$ cat config.mk
export PLATFORM = sky130hd
export DESIGN_NAME = partial_prod_gen
export DESIGN_NICKNAME = d
export VERILOG_FILES = /design/src/rtl/mult_pkg.sv /design/src/rtl/mult_8x8.sv /design/src/rtl/partial_prod_gen.sv
export SDC_FILE = /design/constraint.sdc
export NUM_CORES = 1
export LEC_CHECK = 0
export CAP_MARGIN = 10
export CELL_PAD_IN_SITES_DETAIL_PLACEMENT = 2
export CELL_PAD_IN_SITES_GLOBAL_PLACEMENT = 2
export CORE_MARGIN = 2
export CORE_UTILIZATION = 34
export CTS_CLUSTER_DIAMETER = 120
export DETAILED_ROUTE_END_ITERATION = 6
export PLACE_DENSITY = 0.82
export RECOVER_POWER = 25
export SETUP_SLACK_MARGIN = 0.15
export SYNTH_ARGS = -nofsm -noshare
export SYNTH_HDL_FRONTEND = slang
export SYNTH_SLANG_ARGS = --single-unit
$ cat constraint.sdc
create_clock -name clk -period 15.3 [get_ports clk]
set_clock_uncertainty 0.2 [all_clocks]
set_input_delay 2.295 -clock clk [delete_from_list [all_inputs] [get_ports clk]]
set_output_delay 2.295 -clock clk [all_outputs]
set_load 0.05 [all_outputs]
$ cat src/rtl/mult_pkg.sv
// Shared types and constants for the 16x16 multiplier partial-product path.
package mult_pkg;

  localparam int OP_W   = 16;
  localparam int BYTE_W = 8;

  // Byte-pair select: bit 0 picks the op_a byte, bit 1 picks the op_b byte.
  localparam logic [1:0] SEL_LL = 2'd0;
  localparam logic [1:0] SEL_HL = 2'd1;
  localparam logic [1:0] SEL_LH = 2'd2;
  localparam logic [1:0] SEL_HH = 2'd3;

  typedef enum logic [1:0] {
    ST_IDLE  = 2'd0,
    ST_MUL   = 2'd1,
    ST_DRAIN = 2'd2,
    ST_DONE  = 2'd3
  } state_t;

endpackage

$ cat src/rtl/mult_8x8.sv
// Combinational 8x8 unsigned multiplier, full 16-bit result.
module mult_8x8
  import mult_pkg::*;
(
  input  logic [BYTE_W-1:0] a,
  input  logic [BYTE_W-1:0] b,
  output logic [OP_W-1:0]   p
);

  assign p = {{(OP_W-BYTE_W){1'b0}}, a} * {{(OP_W-BYTE_W){1'b0}}, b};

endmodule

$ cat src/rtl/partial_prod_gen.sv
// Four-cycle time-multiplexed 8x8 partial-product generator; results held with
// out_valid until out_ready, new operands accepted in IDLE or on the DONE handshake.
module partial_prod_gen
  import mult_pkg::*;
#(
  parameter int unsigned MUL_REG = 0
) (
  input  logic            clk,
  input  logic            rst,
  input  logic            in_valid,
  output logic            in_ready,
  input  logic [OP_W-1:0] op_a,
  input  logic [OP_W-1:0] op_b,
  output logic            out_valid,
  input  logic            out_ready,
  output logic [OP_W-1:0] prod1,
  output logic [OP_W-1:0] prod2,
  output logic [OP_W-1:0] prod3,
  output logic [OP_W-1:0] prod4,
  output logic            busy
);

  state_t              state, state_nxt;
  logic [1:0]          cnt;
  logic [OP_W-1:0]     op_a_q, op_b_q;
  logic [BYTE_W-1:0]   a_byte, b_byte;
  logic [OP_W-1:0]     mul_out;
  logic                accept;
  logic                wr_en;
  logic [1:0]          wr_sel;
  logic [OP_W-1:0]     wr_dat;

  assign in_ready  = !rst && ((state == ST_IDLE) || ((state == ST_DONE) && out_ready));
  assign accept    = in_valid && in_ready;
  assign out_valid = (state == ST_DONE);
  assign busy      = (state != ST_IDLE);

  assign a_byte = cnt[0] ? op_a_q[OP_W-1:BYTE_W] : op_a_q[BYTE_W-1:0];
  assign b_byte = cnt[1] ? op_b_q[OP_W-1:BYTE_W] : op_b_q[BYTE_W-1:0];

  mult_8x8 u_mult (
    .a (a_byte),
    .b (b_byte),
    .p (mul_out)
  );

  always_comb begin
    state_nxt = state;
    case (state)
      ST_IDLE:  if (accept) state_nxt = ST_MUL;
      ST_MUL:   if (cnt == SEL_HH) state_nxt = (MUL_REG != 0) ? ST_DRAIN : ST_DONE;
      ST_DRAIN: state_nxt = ST_DONE;
      ST_DONE:  if (out_ready) state_nxt = accept ? ST_MUL : ST_IDLE;
      default:  state_nxt = ST_IDLE;
    endcase
  end

  always_ff @(posedge clk) begin
    if (rst) begin
      state  <= ST_IDLE;
      cnt    <= SEL_LL;
      op_a_q <= '0;
      op_b_q <= '0;
    end else begin
      state <= state_nxt;
      if (accept) begin
        op_a_q <= op_a;
        op_b_q <= op_b;
        cnt    <= SEL_LL;
      end else if (state == ST_MUL) begin
        cnt <= cnt + 2'd1;
      end
    end
  end

  // Registered variant writes each product one edge after it is formed;
  // DRAIN covers the write of the last (high x high) product.
  if (MUL_REG != 0) begin : g_mul_reg
    logic [OP_W-1:0] mul_q;
    logic [1:0]      sel_q;
    logic            wr_q;

    always_ff @(posedge clk) begin
      if (rst) begin
        mul_q <= '0;
        sel_q <= SEL_LL;
        wr_q  <= 1'b0;
      end else begin
        mul_q <= mul_out;
        sel_q <= cnt;
        wr_q  <= (state == ST_MUL);
      end
    end

    assign wr_en  = wr_q;
    assign wr_sel = sel_q;
    assign wr_dat = mul_q;
  end else begin : g_mul_direct
    assign wr_en  = (state == ST_MUL);
    assign wr_sel = cnt;
    assign wr_dat = mul_out;
  end

  always_ff @(posedge clk) begin
    if (rst) begin
      prod1 <= '0;
      prod2 <= '0;
      prod3 <= '0;
      prod4 <= '0;
    end else if (wr_en) begin
      case (wr_sel)
        SEL_LL:  prod1 <= wr_dat;
        SEL_HL:  prod2 <= wr_dat;
        SEL_LH:  prod3 <= wr_dat;
        default: prod4 <= wr_dat;
      endcase
    end
  end

endmodule

==> out/metrics.cfg, run 1 <==
[global_routing]
antenna_found_initial = 0
grt_use_met2 = 0.3911
grt.busiest_layer = met2
use_met3 = 0.03370
grt_use_met1 = 0.2516
grt_max_degree = 72
grt_overflow_total = 0
grt_pass1_vias = 6042
grtUsageTotal = 0.2111
grt_pass1_wl_um = 31020

[clocking]
cts_tree = done
cts_buffers = 9
ctsResizeCount = 0
cts_num_sinks = 100
ctsHoldBuffers = 0
clk-insertion-delay-late_ns = 0.35
cts_buffer_depth = 2
post_cts_buffers = 0
cts_root_buf = clkbuf_16
cts.htree.levels = 3
path_clk_slew_ns = 0.07

[sta]
fin_crit_sh = 0.5328
slew_viol_final = 72
rsz0062_at_grt = false
fmax_ghz = 0.1227
setup_viol = 0
tns_ns = 0
max-slew-margin-rel = -1.120
fin_crit_ns = 8.152
finalHoldViolations = 0
tightestPinTransition_ns = 3.180

[worst_setup_path]
cp_top_family = buffers and inverters
r2r_end = prod1[15]
cp_max_fo = 71
cp.required_ns = 12.81
critPathBufInv = 3
cp.arrival_ns = 5.66
crit_path_top_delay_cell = clkbuf_1
cp_cell_sequence = buf_2 > clkbuf_1 > nor2_1 > clkdlybuf4s50_1
r2r_slack_ns = 8.89
rr_startpoint = cnt[0]
cp-end-kind = output port
critPathLaunchType = primary input
criticalPathCategory = in -> out
slowest_delay_ns = 2.22
reg2reg_depth = 13

[yosys]
syn_avg_cell_area_um2 = 8.325
yosysMostFrequentCell = nand2_1
async_flop_share = 0
syn_nets = 838
ys_warn_count = 0
synthCells = 722
synthFlopType = dfxtp_1
seq_area_frac_synth = 0.3331
synth_top_area_frac = 0.3331
yosysUniqueCellTypes = 48
yosys.area.top_type = dfxtp_1
synth_seq_cells = 100
netlist_area_um2 = 6011
synth_edf_count = 0
synthTopCellsByCount = 125 x nand2_1, 100 x dfxtp_1, 79 x nor2_1, 62 x inv_1, 48 x a21oi_1
yosys-top-cells-area = dfxtp_1 33%, fa_1 12%, ha_1 9.2%

[routing]
drt-vias-per-instance = 5.234
drt_iter0_markers = 199
ant_nets = 0
wl_per_cell_um = 18.36
drt_drc_violations_left = 0
num_vias = 5391
dr.pass1.iters = 4
drt-total-wl_um = 18910

[floorplan]
pin_count = 103
rows = 48
die_width_um = 137.0
dieArea_um2 = 18760
initial_core_util = 0.3475
die_h_um = 137.0
core_um2 = 17300

[layout]
post-route-util = 0.4314
syn_to_final_growth_pct = 24.15
antenna_cells = 0
fin_nets = 917
finish.instance_area_um2 = 7462
drive_above_1_share = 0.05590

[pwr]
intPower_mw = 0.5256
power_density_nw_per_um2 = 122.3
ir_worst_vdd_mv = 0.06341
power_switching_mw = 0.3870
seqPwrFrac = 0.353
pwr-share-comb = 0.398
leakage_nw = 2.958
p_clk_frac = 0.248
p_sw_frac = 0.4240

[hold_path]
holdPathStages = 2
min_to = prod4[1]
hp-class = reg -> reg
min_from = prod4[1]

[outcome]
status = finished, violations left
violations = max-capacitance violations, max-slew violations

[placed_design]
place_area_um2 = 7183
gp_congestion = 0.7969
dp_hpwl_um = 14290
port_buffers = 102

[flow_run]
maxCapViolCount = 1

## power groups by stage
stage | clock (mW) | combinational (mW) | sequential (mW)
3_5_place_dp | 0 | 0.365 | 0.329
6_report | 0.227 | 0.363 | 0.323
4_1_cts | 0.232 | 0.370 | 0.323
3_3_place_gp | 0 | 0.345 | 0.327
2_1_floorplan | 0 | 0.219 | 0.354
5_1_grt | 0.245 | 0.405 | 0.327
## worst register-to-register path, cell delays in order, from the launching register on
cell and delay [ns]:
dfxtp_1 0.75, mux2i_1 0.79, or2_2 0.25, fa_1 0.45, fa_1 0.54, fa_1 0.56, inv_1 0.06, fa_1 0.43
ha_1 0.38, a21oi_1 0.76, o221ai_1 0.29, nor2b_1 0.20, a211o_1 0.32, a311oi_1 0.29
## layout make-up
type | instances | area (um2)
Fill cell | 1947 | 9834
Multi-Input combinational cell | 524 | 3636
Sequential cell | 100 | 2002
Timing Repair Buffer | 104 | 1027
Tap cell | 225 | 281.5
Clock buffer | 10 | 239.0
Inverter | 62 | 232.7
Clock inverter | 5 | 43.79
## how the worst max path moves through the flow
stage,startpoint,to,slack (ns),cells past startpoint
5_1_grt,rst,in_ready,6.81,4
4_1_cts,cnt[0],prod1[15],8.92,14
2_1_floorplan,rst,in_ready,9.67,2
3_5_place_dp,rst,in_ready,8.94,4
3_3_place_gp,rst,in_ready,9.00,4
6_report,rst,in_ready,7.15,4
## cell usage in the layout (no fill, tap or decap), drive strengths merged, types with 6 or more instances in the layout
master           n
mux2i           18
a311oi           9
clkbuf          11
inv             64
nand3           16
and2             7
nor3            10
dlygate4sd3     28
or2             18
nor2            79
ha              44
clkdlybuf4s50   73
a31oi            7
a211oi          11
o31ai            7
a21oi           50
dfxtp          100
o21ai           35
or3              9
a211o            6
nand2          126
fa              36
## registers in the layout, indices dropped and copies added, names as in the netlist
name	cells
op_a_q	16
prod3	16
state	2
cnt	2
prod1	16
op_b_q	16
prod4	16
prod2	16
## through the flow
stage	worst slack, ns	instances	total power [mW]	hold WS (ns)
finish	7.148	1030	0.9126	0.2574
global placement	9.000	1015	0.6711	0.2465
global route	6.811	1030	0.9773	0.2772
floorplan	9.669	722	0.5726	0.2353
detailed placement	8.941	1015	0.6936	0.2526
CTS	8.924	1030	0.9252	0.2629
## logic make-up (layout without fill, tap and decap cells)
kind of cell / count (synthesis) / after routing / synth area share
DFF: 100 / 100 / 0.3331
buffers and inverters: 98 / 181 / 0.06224
xor gates and xnor gates: 5 / 5 / 0.007287
muxes: 18 / 18 / 0.02997
adders and majority gates: 80 / 80 / 0.2115
and+or+nand+nor: 280 / 280 / 0.2034
AOI/OAI and AO/OA: 141 / 141 / 0.1526
## per-layer routing
metal,up-vias,part of all wire
met5,-,0
met4,0,0.015
met3,18,0.031
met2,85,0.52
met1,2716,0.43
li1,2572,-
Power figures use the tool's default switching activity.
==> run 2, diff against run 1 <==
--- a/config.mk
+++ b/config.mk
@@ -9,10 +9,10 @@
 export CELL_PAD_IN_SITES_DETAIL_PLACEMENT = 2
 export CELL_PAD_IN_SITES_GLOBAL_PLACEMENT = 2
 export CORE_MARGIN = 2
-export CORE_UTILIZATION = 34
+export CORE_UTILIZATION = 29
 export CTS_CLUSTER_DIAMETER = 120
 export DETAILED_ROUTE_END_ITERATION = 6
-export PLACE_DENSITY = 0.82
+export PLACE_DENSITY = 0.75
 export RECOVER_POWER = 25
 export SETUP_SLACK_MARGIN = 0.15
 export SYNTH_ARGS = -nofsm -noshare
==> constraint.sdc (replaced) <==
create_clock -name clk -period 6.6 [get_ports clk]
set_clock_uncertainty 0.2 [all_clocks]
set_input_delay 0.99 -clock clk [delete_from_list [all_inputs] [get_ports clk]]
set_output_delay 0.99 -clock clk [all_outputs]
set_load 0.05 [all_outputs]
==> out/metrics.cfg, run 2 (synthesized netlist as in run 1, its figures left out) <==
[routing]
drt-vias-per-instance = 4.950
drt-total-wl_um = 19450
wl_per_cell_um = 18.04
ant_nets = 0
drt_drc_violations_left = 0
dr.pass1.iters = 4
drt_iter0_markers = 183
num_vias = 5336

[layout]
final_common_cell = nand2_1
fillerInstances = 2295
multi_input_area_um2 = 3636
post-route-util = 0.3746
antenna_cells = 0
finalNonFillerCells = 1078
layout.area.seq_um2 = 2002
fin_nets = 919
syn_to_final_growth_pct = 26.52
drive_above_1_share = 0.06064
mostFrequentLayoutCells = 125 x nand2_1, 100 x dfxtp_1, 79 x nor2_1

[pwr]
p_clk_frac = 0.276
pwr-share-comb = 0.385
power.total_mw = 2.197
leakage_nw = 3.031
power_switching_mw = 0.9070
ir_worst_vdd_mv = 0.1635
p_sw_frac = 0.4128
intPower_mw = 1.290
seqPwrFrac = 0.339
power_density_nw_per_um2 = 288.9

[sta]
fin_crit_sh = 0.9172
tightestPinTransition_ns = 1.012
fin_crit_ns = 6.053
max-slew-margin-rel = 0.3252
rsz0062_at_grt = false
tns_ns = 0
fmax_ghz = 0.1652
setup_viol = 0
finalHoldViolations = 0
timing.hold.ws_ns = 0.2579
slew_viol_final = 0

[clocking]
post_cts_buffers = 0
cts_root_buf = clkbuf_16
clk-insertion-delay-late_ns = 0.36
cts.htree.levels = 3
cts_tree = done
ctsResizeCount = 0
cts_buffer_depth = 2
cts_num_sinks = 100
ctsHoldBuffers = 0
cts_buffers = 9
path_clk_slew_ns = 0.07

[floorplan]
core_um2 = 20300
pin_count = 103
die_width_um = 148.0
rows = 52
dieArea_um2 = 21890
initial_core_util = 0.2961
die_h_um = 148.0

[global_routing]
grt_pass1_vias = 5897
grt_pass1_wl_um = 32210
grtUsageTotal = 0.1857
grt_max_degree = 72
grt_overflow_total = 0
antenna_found_initial = 0

[placed_design]
gp_congestion = 0.8206
dp_cells = 1061
port_buffers = 102
dp_hpwl_um = 14960

[worst_setup_path]
critPathLaunchType = flip-flop
cp.arrival_ns = 6.14
cp_max_fo = 12
cp.required_ns = 6.68
criticalPathCategory = reg -> reg
reg2reg_depth = 15
cp-end-kind = flip-flop

[hold_path]
holdPathStages = 2
hp-class = reg -> reg

[outcome]
status = completed

[flow_run]
maxCapViolCount = 0

[run 2: worst paths after layout]
check | startpoint | to | slack [ns]
worst max register to register | cnt[0] | prod3[11] | 0.55
worst max-delay path | cnt[0] | prod3[11] | 0.55
worst min-delay path | prod1[7] | prod1[7] | 0.26
worst min register to register | prod1[7] | prod1[7] | 0.26
[run 2: critical path, cell delays in order, from the launching register on]
cell and delay [ns]:
dfxtp_1 0.74, mux2i_1 0.69, or2_2 0.24, fa_1 0.45, fa_1 0.55, inv_1 0.05
fa_1 0.54, inv_1 0.06, fa_1 0.54, inv_1 0.05, ha_1 0.37, a21o_1 0.26
and2_1 0.23, o31ai_2 0.60, nand4_1 0.21, a31oi_1 0.18
[run 2: cell type report]
type / count / area share
clock buffers: 9 / 0.02962
clock inverters: 7 / 0.01382
flip-flops and latches: 100 / 0.2632
multi-input cells: 524 / 0.4781
well taps: 270 / 0.04442
inverters: 62 / 0.03060
repair buffers: 106 / 0.1402
[run 2: per-stage QoR]
stage               area (um2)  worst slack, ns
detailed placement        7247           0.5922
global route              7605           0.1711
finish                    7605           0.5465
global placement          7247           0.8717
CTS                       7577           0.5428
floorplan                 6011            1.477
[run 2: routing by layer]
metal	GRT usage	vias up	wire length, um
li1	-	2571	-
met5	0	-	0
met3	0.02685	24	514
met4	0.05286	0	331
met2	0.3292	78	9893
met1	0.2349	2663	8711
[run 2: power groups by stage]
stage	logic (mW)	registers (mW)	clock network, mW
4_1_cts	0.863	0.750	0.616
3_3_place_gp	0.820	0.758	0
3_5_place_dp	0.856	0.764	0
2_1_floorplan	0.507	0.820	0
6_report	0.845	0.746	0.606
5_1_grt	0.948	0.758	0.644
